<file path="src/rtl/debouncer_multi.sv">
// debouncer_multi: N-channel push-button debouncer with per-channel one-hot mode.
// Each channel: 2-FF synchroniser, stability counter, debounced level,
// registered press/release pulses and a one-hot mode register rotated on press.
// Optional feature macro: DEBOUNCER_LONG_PRESS_EN (hold counter, long_press pulse,
// mode forced back to bit 0 when a hold reaches LONG_CYCLES).
// The release pulse port is named release_pulse because "release" is a reserved
// word in SystemVerilog.
module debouncer_multi #(
    parameter int CHANNELS      = 4,
    parameter int STABLE_CYCLES = 10000,
    parameter int MODES         = 4,
    parameter int ACTIVE_LOW    = 0,
    parameter int LONG_CYCLES   = 100000
) (
    input  logic                      clk,
    input  logic                      reset,
    input  logic [CHANNELS-1:0]       button,
    output logic [CHANNELS-1:0]       level,
    output logic [CHANNELS-1:0]       press,
    output logic [CHANNELS-1:0]       release_pulse,
    output logic [CHANNELS*MODES-1:0] out_mode,
    output logic [CHANNELS-1:0]       long_press
);

    localparam int CW = (STABLE_CYCLES > 1) ? $clog2(STABLE_CYCLES) : 1;
    localparam logic [CW-1:0] CNT_ZERO = CW'(0);
    localparam logic [CW-1:0] CNT_ONE  = CW'(1);
    localparam logic [CW-1:0] CNT_LAST = CW'(STABLE_CYCLES - 1);
    localparam logic [MODES-1:0] MODE_INIT = {{(MODES-1){1'b0}}, 1'b1};

    // Rotate a one-hot mode vector left by one, top bit wrapping to bit 0.
    function automatic logic [MODES-1:0] rotate_mode(input logic [MODES-1:0] m);
        return {m[MODES-2:0], m[MODES-1]};
    endfunction

    logic [CHANNELS-1:0] in_s;

    // Map pin polarity so that 1 always means "pressed" downstream.
    always_comb begin
        if (ACTIVE_LOW != 0) begin
            in_s = ~button;
        end else begin
            in_s = button;
        end
    end

    for (genvar c = 0; c < CHANNELS; c++) begin : ch_g
        logic             s1_r;
        logic             s2_r;
        logic             level_r;
        logic             press_r;
        logic             rel_r;
        logic [CW-1:0]    cnt_r;
        logic [MODES-1:0] mode_r;
        logic             flip_s;
        logic             long_hit_s;
        logic [CW-1:0]    cnt_nxt_s;
        logic [MODES-1:0] mode_nxt_s;

`ifdef DEBOUNCER_LONG_PRESS_EN
        localparam int HW = $clog2(LONG_CYCLES + 1);
        localparam logic [HW-1:0] HOLD_ZERO = HW'(0);
        localparam logic [HW-1:0] HOLD_ONE  = HW'(1);
        localparam logic [HW-1:0] HOLD_MAX  = HW'(LONG_CYCLES);
        localparam logic [HW-1:0] HOLD_HIT  = HW'(LONG_CYCLES - 1);

        logic [HW-1:0] hold_r;
        logic          long_r;

        // The hold counter saturates, so the hit value is seen only once per hold.
        always_comb begin
            long_hit_s = level_r & (hold_r == HOLD_HIT);
        end

        // Hold counter and long_press pulse: count while debounced high, clear when low.
        always_ff @(posedge clk) begin
            if (reset) begin
                hold_r <= HOLD_ZERO;
                long_r <= 1'b0;
            end else begin
                long_r <= long_hit_s;
                if (!level_r) begin
                    hold_r <= HOLD_ZERO;
                end else if (hold_r != HOLD_MAX) begin
                    hold_r <= hold_r + HOLD_ONE;
                end else begin
                    hold_r <= hold_r;
                end
            end
        end

        assign long_press[c] = long_r;
`else
        // Without the hold feature there is never a long-press event.
        always_comb begin
            long_hit_s = 1'b0;
        end

        // LONG_CYCLES has no effect in this build; the output is a constant 0.
        assign long_press[c] = (LONG_CYCLES < 0) ? 1'b1 : 1'b0;
`endif

        // Stability counter and mode next-state: flip only after a full stable run.
        always_comb begin
            flip_s     = 1'b0;
            cnt_nxt_s  = cnt_r;
            mode_nxt_s = mode_r;
            if (s2_r == level_r) begin
                cnt_nxt_s = CNT_ZERO;
            end else if (cnt_r == CNT_LAST) begin
                flip_s    = 1'b1;
                cnt_nxt_s = CNT_ZERO;
            end else begin
                cnt_nxt_s = cnt_r + CNT_ONE;
            end
            if (long_hit_s) begin
                mode_nxt_s = MODE_INIT;
            end else if (flip_s && s2_r) begin
                mode_nxt_s = rotate_mode(mode_r);
            end else begin
                mode_nxt_s = mode_r;
            end
        end

        // Synchroniser, debounced level, edge pulses and mode register.
        always_ff @(posedge clk) begin
            if (reset) begin
                s1_r    <= 1'b0;
                s2_r    <= 1'b0;
                level_r <= 1'b0;
                press_r <= 1'b0;
                rel_r   <= 1'b0;
                cnt_r   <= CNT_ZERO;
                mode_r  <= MODE_INIT;
            end else begin
                s1_r    <= in_s[c];
                s2_r    <= s1_r;
                cnt_r   <= cnt_nxt_s;
                press_r <= flip_s & s2_r;
                rel_r   <= flip_s & ~s2_r;
                mode_r  <= mode_nxt_s;
                if (flip_s) begin
                    level_r <= s2_r;
                end else begin
                    level_r <= level_r;
                end
            end
        end

        assign level[c]                  = level_r;
        assign press[c]                  = press_r;
        assign release_pulse[c]          = rel_r;
        assign out_mode[c*MODES +: MODES] = mode_r;
    end

endmodule

</file>
<file path="config.mk">
export PLATFORM = sky130hd
export DESIGN_NAME = debouncer_multi
export DESIGN_NICKNAME = d
export VERILOG_FILES = /design/src/rtl/debouncer_multi.sv
export SDC_FILE = /design/constraint.sdc
export NUM_CORES = 1
export LEC_CHECK = 0
export CORE_ASPECT_RATIO = 0.6
export CORE_MARGIN = 1.5
export CORE_UTILIZATION = 60
export CTS_BUF_LIST = sky130_fd_sc_hd__clkbuf_8 sky130_fd_sc_hd__clkbuf_16
export CTS_CLUSTER_DIAMETER = 150
export DETAILED_ROUTE_END_ITERATION = 6
export PLACE_DENSITY_LB_ADDON = 0.15
export SLEW_MARGIN = 0
export SYNTH_ARGS = -nofsm -noshare
export SYNTH_HDL_FRONTEND = slang
export SYNTH_SLANG_ARGS = --single-unit
</file>
<file path="constraint.sdc">
create_clock -name clk -period 3.53 [get_ports clk]
set_clock_uncertainty 0.05 [all_clocks]
set_input_delay 0.706 -clock clk [delete_from_list [all_inputs] [get_ports clk]]
set_output_delay 0.706 -clock clk [all_outputs]
set_load 0.02 [all_outputs]
</file>
### Word level (Yosys, flattened, before mapping)

Cells that the tools add are included.

| storage, ports and cells | value |
|---|---|
| flip-flop bits (word level) | 92 |
| output and inout port bits | 32 |

| operators by class | value |
|---|---|
| bitwise logic cells | 12 |
| reduce and logical (&&, ||, !) cells | 8 |
| equality and inequality tests | 8 |
| mux-type cells | 8 |
| add/sub/neg operators | 4 |

Operators by type and width:

| cell | number |
|---|---|
| adder 14 x 1 -> 14 bit, second input constant | 4 |
| == test 14 bit, second input constant | 4 |
| OR reduction 3 bit | 4 |
| bitwise AND 1 bit | 8 |
| 2-to-1 mux 1 bit | 8 |
| == test 1 bit | 4 |
| logical AND 1 bit | 4 |
| inverter 1 bit | 4 |

### Logic depth before layout (Yosys ltp)

| depth | value |
|---|---|
| word-level depth | 4 |
| depth in mapped cells | 7 |

### Worst setup path before layout

OpenSTA, ideal clock, no wires.

| timing | value |
|---|---|
| path type | register to register |
| from | reg ch_g[2].cnt_r[7] |
| to | reg ch_g[2].cnt_r[10] |
| arrival time | 1,785 ps |
| path buffers | 2 |
| slack | 1,581 ps |
| cell stages (with the launch flop) | 7 |
| clock period less this slack | 1,949 ps |
| required time | 3,365 ps |
| library setup time | 115 ps |
| cell sequence | dfxtp_1 -> or4b_4 -> or4_1 -> clkbuf_2 -> nand2_2 -> buf_6 -> nor2_1 |

| on the way | value |
|---|---|
| word-level cells in the longest chain between the ends | 2 |
| elaborated cells between the ends (all ways) | 3 |

Ends and longest elaborated chain:

| element | RTL line | RTL |
|---|---|---|
| from (decl) | 53 | `logic [CW-1:0] cnt_r;` |
| from (signal assigned) | 138 | `cnt_r <= cnt_nxt_s;` |
| parallel branches: the longest is 2 deep, another holds adder 14 x 1 -> 14 bit | - |  |

Parallel ways; which one is timed is not known.
A chain may end at the register's enable or synchronous reset.

### Final worst setup path

| timing | value |
|---|---|
| from | reg ch_g[1].level_r |
| to | out level[1] |

RTL lines:

| element | RTL line | RTL |
|---|---|---|
| from (decl) | 50 | `logic level_r;` |
| from (signal assigned) | 143 | `level_r <= s2_r;` |
| from (signal assigned) | 145 | `level_r <= level_r;` |
| to (decl) | 18 | `output logic [CHANNELS-1:0] level,` |

No word-level cell between the ends.

==> results.cfg <==
[yosys]
seq_area_frac_synth_pct = 47.92
synth_warnings = 0
synth_area_per_cell_um2 = 9.173
synth_commonest_cells = dfxtp_1, nor2_1, xnor2_1
synthTopCellsByArea = dfxtp_1, xnor2_1, nor2_1
synth_area_leader_cell = dfxtp_1
synth_top_area_share_pct = 47.92
ys_types = 37
ys_ff_latch = 92
syn_area_um2 = 3844
synth_flop_cell = dfxtp_1
synth_most_common_cell = dfxtp_1
synthCells = 419
async_flop_share_pct = 0
synth_edf_count = 0

[die]
io_pins = 38
chipHeight_um = 65.00
start_util_pct = 62.62
die_width_um = 106.3
rows = 22
coreArea_um2 = 6138
die_area_um2 = 6911

[job]
maxCapViolations = 0

[global_route]
overflow = 0
grt_antenna_before_repair = 0
grt_pass1_wl_mm = 12.25
grt_usage_pct = 22.88
grt_pass1_vias = 2592
grt_max_degree = 19

[worst_setup_path]
cp_slowest_cell = clkdlybuf4s50_1
cp.required_ns = 2.77
crit_chain = clkdlybuf4s50_1
critPathMaxFanout = 4
reg2regPathDepth = 5
endpoint_kind = output pin
reg2reg_slack_ns = 1.38
crit_arrival_ns = 1.44
path_class = flip-flop to output pin
max_stage_delay_ns = 0.64
cp_num_buf_inv = 1
r2r-end = ch_g[3].cnt_r[13]
crit_family = buffers and inverters
r2r-start = ch_g[3].cnt_r[0]
startpoint_type = flip-flop

[worst_hold_path]
hold_depth = 1
min_from = ch_g[0].s1_r
hold_end = ch_g[0].s2_r
hp-class = flip-flop to flip-flop

[detailed_routing]
drtIter0Drc = 124
via_per_inst = 5.238
dr_total_vias = 2771
route.antenna.remaining_nets = 0
routed_wl_mm = 6.901
route.detailed.drc = 0
wire_per_inst_um = 13.05
drt-pass1-iter-count = 4

[clocking]
clock_path_buffers = 2
cts.sinks = 92
numCtsBuffers = 9
cts_resized = 0
postCtsHoldBufs = 0
path_clk_slew_ns = 0.09
postCtsSetupBuffers = 0
clk_latency_ns = 0.37
tritoncts = yes
cts_max_level = 3
root_buffer = clkbuf_8

[layout]
syn2layout_area_growth_pct = 12.40
fin_nets = 450
fin_area_um2 = 4320
antenna_cells = 0
post-route-util_pct = 70.38
drive_gt1_share_pct = 6.067

[place]
dp.final_hpwl_mm = 4.731
post_dp_cell_area_um2 = 4119
port_buffers = 33
place_congestion = 0.7734

[outcome]
status = finished clean

[timing]
worst_pin_slew_ns = 0.6139
final_hold_viol_count = 0
max_clock_freq_mhz = 455.9
setup_tns_ns = 0
setup_viol = 0
finalMaxSlewViolations = 0
slew_headroom_pct = 58.50
grt_setup_unrepaired = false
timing.final.crit_share_pct = 62.14
fin_crit_ns = 2.194

[power]
p_per_area_nw_per_um2 = 416.3
peakVddDrop_uv = 276.5
leakagePower_nw = 1.378
metal layers:
metal / GRT usage [%] / vias to the layer above / share of wire, %
li1: - / 1453 / -
met1: 32.47 / 1255 / 52
met2: 32.34 / 53 / 41
met3: 6.841 / 10 / 4.8
met4: 9.122 / 0 / 1.4
met5: 0 / - / 0
cells by family after synthesis:
family                   count (synthesis)  synth area share, %
AO/OA/AOI/OAI                           29                4.167
XOR/XNOR                                48                10.94
adder cells (fa/ha/maj)                  4                1.302
buffers and inverters                   34                5.436
flip-flops                              92                47.92
multiplexers                             6                1.563
other                                    1              0.09756
AND/OR/NAND/NOR                        205                28.58
flip-flops by register name, summed over array words and instances, names as in the netlist:
register      cells
ch_g.cnt_r       56
ch_g.mode_r      16
ch_g.level_r      4
ch_g.press_r      4
ch_g.rel_r        4
ch_g.s1_r         4
ch_g.s2_r         4
power by group:
| group | switching, W | internal, W | total (W) |
|---|---|---|---|
| sequential | 0.00000334 | 0.00104 | 0.00105 |
| combinational | 0.0000219 | 0.0000126 | 0.0000345 |
| clock | 0.000372 | 0.000346 | 0.000718 |
| total | 0.000397 | 0.00140 | 0.00180 |
layout by cell type, fill, tap and decap left out, types with 3 or more instances in the layout:
cell type / instances
and4_1: 7
dfxtp_1: 92
mux2i_1: 6
a21oi_1: 15
nand4_1: 18
nand3_1: 23
nor2_1: 65
ha_1: 4
clkbuf_8: 10
xor2_1: 19
clkdlybuf4s50_1: 33
o21ai_0: 10
or4_1: 4
conb_1: 4
nand2b_1: 13
nor2b_1: 13
xnor2_1: 29
inv_1: 7
nor3_1: 21
and3_1: 4
nand2_1: 20
nor4_1: 3
worst max-delay path by stage:
stage,start,to,slack [ns],cells after the start
floorplan,ch_g[2].cnt_r[7],ch_g[2].cnt_r[10],1.58,6
global placement,reset,ch_g[3].cnt_r[7],1.18,5
detailed placement,reset,ch_g[3].cnt_r[13],1.08,5
CTS,ch_g[1].level_r,level[1],1.33,1
global route,ch_g[3].cnt_r[0],ch_g[3].cnt_r[13],1.23,5
finish,ch_g[1].level_r,level[1],1.34,1
worst register-to-register path, cell delays in order (launching register included):
cell,delay [ns]
dfxtp_1,0.40
ha_1,0.21
nand3_1,0.28
or4_1,0.71
nand2_2,0.28
nor2_1,0.10
final cells by class:
type                       count  area (um2)
tap                           84       105.1
sequential                    92        1842
fill                         502        1818
clock inverter                 6       63.81
clock buffer                  10       137.6
timing repair buffer          35       345.3
inverter                       6       22.52
multi-input combinational    296        1804
stage by stage:
stage / hold WS, ns / power, W / instances / setup slack (ns)
finish: 0.3903 / 0.001799 / 529 / 1.336
global route: 0.4097 / 0.001866 / 529 / 1.226
CTS: 0.3921 / 0.001820 / 529 / 1.327
detailed placement: 0.3704 / 0.001105 / 513 / 1.077
global placement: 0.3693 / 0.001104 / 513 / 1.184
floorplan: 0.3638 / 0.001098 / 422 / 1.581
Power figures use the tool's default switching activity.
==> RTL edit 1, RTL diff (same settings) <==
The option `DEBOUNCER_LONG_PRESS_EN` is turned on by a define.
--- a/src/rtl/debouncer_multi.sv
+++ b/src/rtl/debouncer_multi.sv
@@ -6,4 +6,6 @@
 // The release pulse port is named release_pulse because "release" is a reserved
 // word in SystemVerilog.
+`define DEBOUNCER_LONG_PRESS_EN
+
 module debouncer_multi #(
     parameter int CHANNELS      = 4,
Function: same outputs for any inputs over 10 cycles, from zero or initial values and one cycle with reset high; that may be too few to reach the edited logic, so the function may still have changed.
==> RTL edit 1 against the unedited design <==
Die area rose by 88%; via count increased by 120%; largest power group unchanged; maximum frequency decreased by 10%; count of clock-buffer cells in the layout is 8 higher; critical path depth increased by 5; routed wire length up 120%; synthesized area grew 92%; final area rose by 92%; sequential power increased by 77%; worst setup slack got worse by 0.25 ns; worst hold slack worse by 0.0033 ns; sequential cell count is 72 higher; final cell count is 97% higher; total power is 110% higher.
==> RTL edit 1: results (changes against the unedited design) <==
- Worst Tran Pin Value: 0.775 ns, +0.161 ns
- post-detail-place hpwl: 10600 um, +120%
- start of the worst register-to-register path: ch_g[1].cnt_r[7]
- max incr delay on CP: 0.62 ns, -0.02 ns
- Data arrival, critical path: 2.70 ns, +1.26 ns
- Final Hold Slack: 0.387 ns, -0.00332 ns
- library cell used as clock root buffer: sky130_fd_sc_hd__clkbuf_16
- registers with the highest flip-flop counts: ch_g.hold_r (68), ch_g.cnt_r (56), ch_g.mode_r (16)
- clock transition at the registers of the reported paths: 0.06 ns, -0.03 ns
- reg-to-reg critical path endpoint: ch_g[1].cnt_r[13]
- area share of the leading cell type in the synthesized netlist: 44.5%, -3.5 points
- outcome: complete, no violations
- clock-cell share of area: 7.02%, +2.4 points
- Final GP Congestion: 0.869, +12%
- via count of the first global-routing pass: 5371, +110%
- minimum setup slack after placement: 0.647 ns, -0.430 ns
- initial DRC count: 277, +120%
- compound-cell area share of the yosys netlist: 6.81%, +2.6 points
- mean number of vias per cell: 5.78, +10%
- endpoint of the most critical setup path: ch_g[1].hold_r[15]
- Multi-input comb cells: 613, +110%
- Antenna diodes: 1, +1
- share of cell area taken by flip-flops and latches: 39.5%, -3.1 points
- multi-input combinational area share: 45.1%, +3.3 points
- number of signal-net buffers in the layout: 39, +11%
- highest fanout seen on the critical path: 18, +14
- largest net degree at the start of global routing: 22, +3
- buffering overhead: 4.64%, -3.4 points
- adder and majority gate portion of the synthesized area: 2.03%, +0.73 points
- Hold Crit Endpoint: ch_g[3].s2_r
- wire length of the first global-routing pass: 25400 um, +110%
- clock latency on the worst-skew pair: 0.42 ns, +0.05 ns
- number of buffers added by the clock tree synthesis step: 17, +8
- slowest cell on the critical path: sky130_fd_sc_hd__nand2_1
- count of unique library cells instantiated by Yosys: 54, +46%
- maximum level of the CTS H-tree: 4, +1
- leakage dissipation: 2.59 nW, +88%
- share of synthesized area occupied by flip-flops and latches: 44.5%, -3.5 points
==> RTL edit 1: changes by cell type after synthesis, sizes merged, moves of 18 or more <==
cell   change
dfxtp     +72
nor2      +50
nand3     +43
a21oi     +25
nand2     +25
xnor2     +25
nor4      +24
inv       +20
xor2      +18
==> RTL edit 1: power breakdown <==
part	internal, W	total [W]	switching [W]
Clock	0.00111	0.00183	0.000713
Sequential	0.00186	0.00186	0.00000414
Combinational	0.0000144	0.0000370	0.0000226
Total	0.00298	0.00372	0.000740
==> RTL edit 1: metal layers <==
layer | GRT usage (%) | vias up | wire length (um)
li1 | - | 2995 | -
met1 | 34.1 | 2838 | 7420
met2 | 37.7 | 164 | 6640
met3 | 5.77 | 12 | 922
met4 | 6.89 | 0 | 119
met5 | 0 | - | 0
==> RTL edit 2, RTL diff (same settings) <==
Without the edit above. Register the input `button` before use. The logic sees it one clock later.
--- a/src/rtl/debouncer_multi.sv
+++ b/src/rtl/debouncer_multi.sv
@@ -29,4 +29,10 @@
     localparam logic [MODES-1:0] MODE_INIT = {{(MODES-1){1'b0}}, 1'b1};
 
+    logic [CHANNELS-1:0] button_q;
+
+    always_ff @(posedge clk) begin
+        button_q <= button;
+    end
+
     // Rotate a one-hot mode vector left by one, top bit wrapping to bit 0.
     function automatic logic [MODES-1:0] rotate_mode(input logic [MODES-1:0] m);
@@ -39,7 +45,7 @@
     always_comb begin
         if (ACTIVE_LOW != 0) begin
-            in_s = ~button;
+            in_s = ~button_q;
         end else begin
-            in_s = button;
+            in_s = button_q;
         end
     end
Check against the original RTL: same outputs for any inputs over 10 cycles, from zero or initial values and one cycle with reset high; that may be too few to reach the edited logic, so the function may still have changed.
==> RTL edit 2 against the unedited design <==
Critical path depth unchanged; final area up 1.1%; total power up 1.3%; sequential cell count up 4; worst setup slack worse by 0.011 ns; synthesized area up 1.5%; routed wire length down 1.6%; critical path type unchanged; largest cell class unchanged.
==> RTL edit 2: results (changes against the unedited design) <==
- VDD IR max: 0.212 mV, -23%
- wire length of the first global-routing pass: 11300 um, -7.8%
- share of layout cells above drive strength 1: 4.50%, -1.6 points
- endpoint of the most critical setup path: level[3]
- final period demand of the worst path: 2.20 ns, +0.0113 ns
- compound-cell area share of the yosys netlist: 3.40%, -0.77 points
- count of unique library cells instantiated by Yosys: 39, +5.4%
- total global routing track utilization: 20.9%, -2.0 points
- fillers: 489, -2.6%
- reg-to-reg critical path endpoint: ch_g[3].cnt_r[3]
- first-pass detailed-route iteration total: 5, +1
- Final GP Congestion: 0.821, +6.2%
- adder and majority gate portion of the synthesized area: 1.28%, -0.019 points
- start of the worst register-to-register path: ch_g[3].cnt_r[7]
- Inst Count DP: 513, unchanged
- biggest area contributors in the synthesized netlist: sky130_fd_sc_hd__dfxtp_1, sky130_fd_sc_hd__xnor2_1, sky130_fd_sc_hd__nor2_1
- largest net degree at the start of global routing: 19, unchanged
- outcome: complete, no violations
- relative max-transition margin: 65.7%, +7.2 points
- Critical Path Start: ch_g[3].level_r
- leakage dissipation: 1.42 nW, +2.8%
- vias: 2832, +2.2%
- minimum setup slack after placement: 1.04 ns, -0.0359 ns
- standard cell area after detailed placement: 4170 um2, +1.3%
- Final Hold Slack: 0.392 ns, +0.00193 ns
- share of cell area taken by muxes after synthesis: 2.05%, +0.49 points
- post-detail-place hpwl: 4850 um, +2.6%
- highest fanout seen on the critical path: 6, +2
- average cell area after synthesis: 9.24 um2, +0.78%
- worst-case reg-to-reg path depth: 4, -1
- top cell types by occurrence after synthesis: sky130_fd_sc_hd__dfxtp_1, sky130_fd_sc_hd__nor2_1, sky130_fd_sc_hd__xnor2_1
- share of synthesized area occupied by flip-flops and latches: 49.3%, +1.3 points
- Reg2Reg Setup Slack: 1.41 ns, +0.03 ns
- xor and xnor fraction of the mapped netlist area: 11.0%, +0.063 points
RTL edit 2: per-layer routing:
| metal | wire length (um) | vias to the layer above | GRT usage [%] | part of all wire [%] |
|---|---|---|---|---|
| li1 | - | 1447 | - | - |
| met3 | 383 | 4 | 7.54 | 5.6 |
| met1 | 3410 | 1316 | 28.9 | 50 |
| met5 | 0 | - | 0 | 0 |
| met2 | 2950 | 65 | 30.7 | 43 |
| met4 | 45 | 0 | 6.00 | 0.66 |
RTL edit 2: final cells by class:
type	count	area (um2)	share of cell area (%)
flip-flops and latches	96	1920	44.0
multi-input cells	290	1770	40.5
repair buffers	35	345	7.91
clock buffers	10	138	3.15
well taps	84	105	2.41
clock inverters	5	57.6	1.32
inverters	8	30.0	0.688
RTL edit 2: power breakdown:
group,switching (W),internal [W]
Combinational,0.0000210,0.0000128
Sequential,0.00000388,0.00109
Clock,0.000354,0.000341
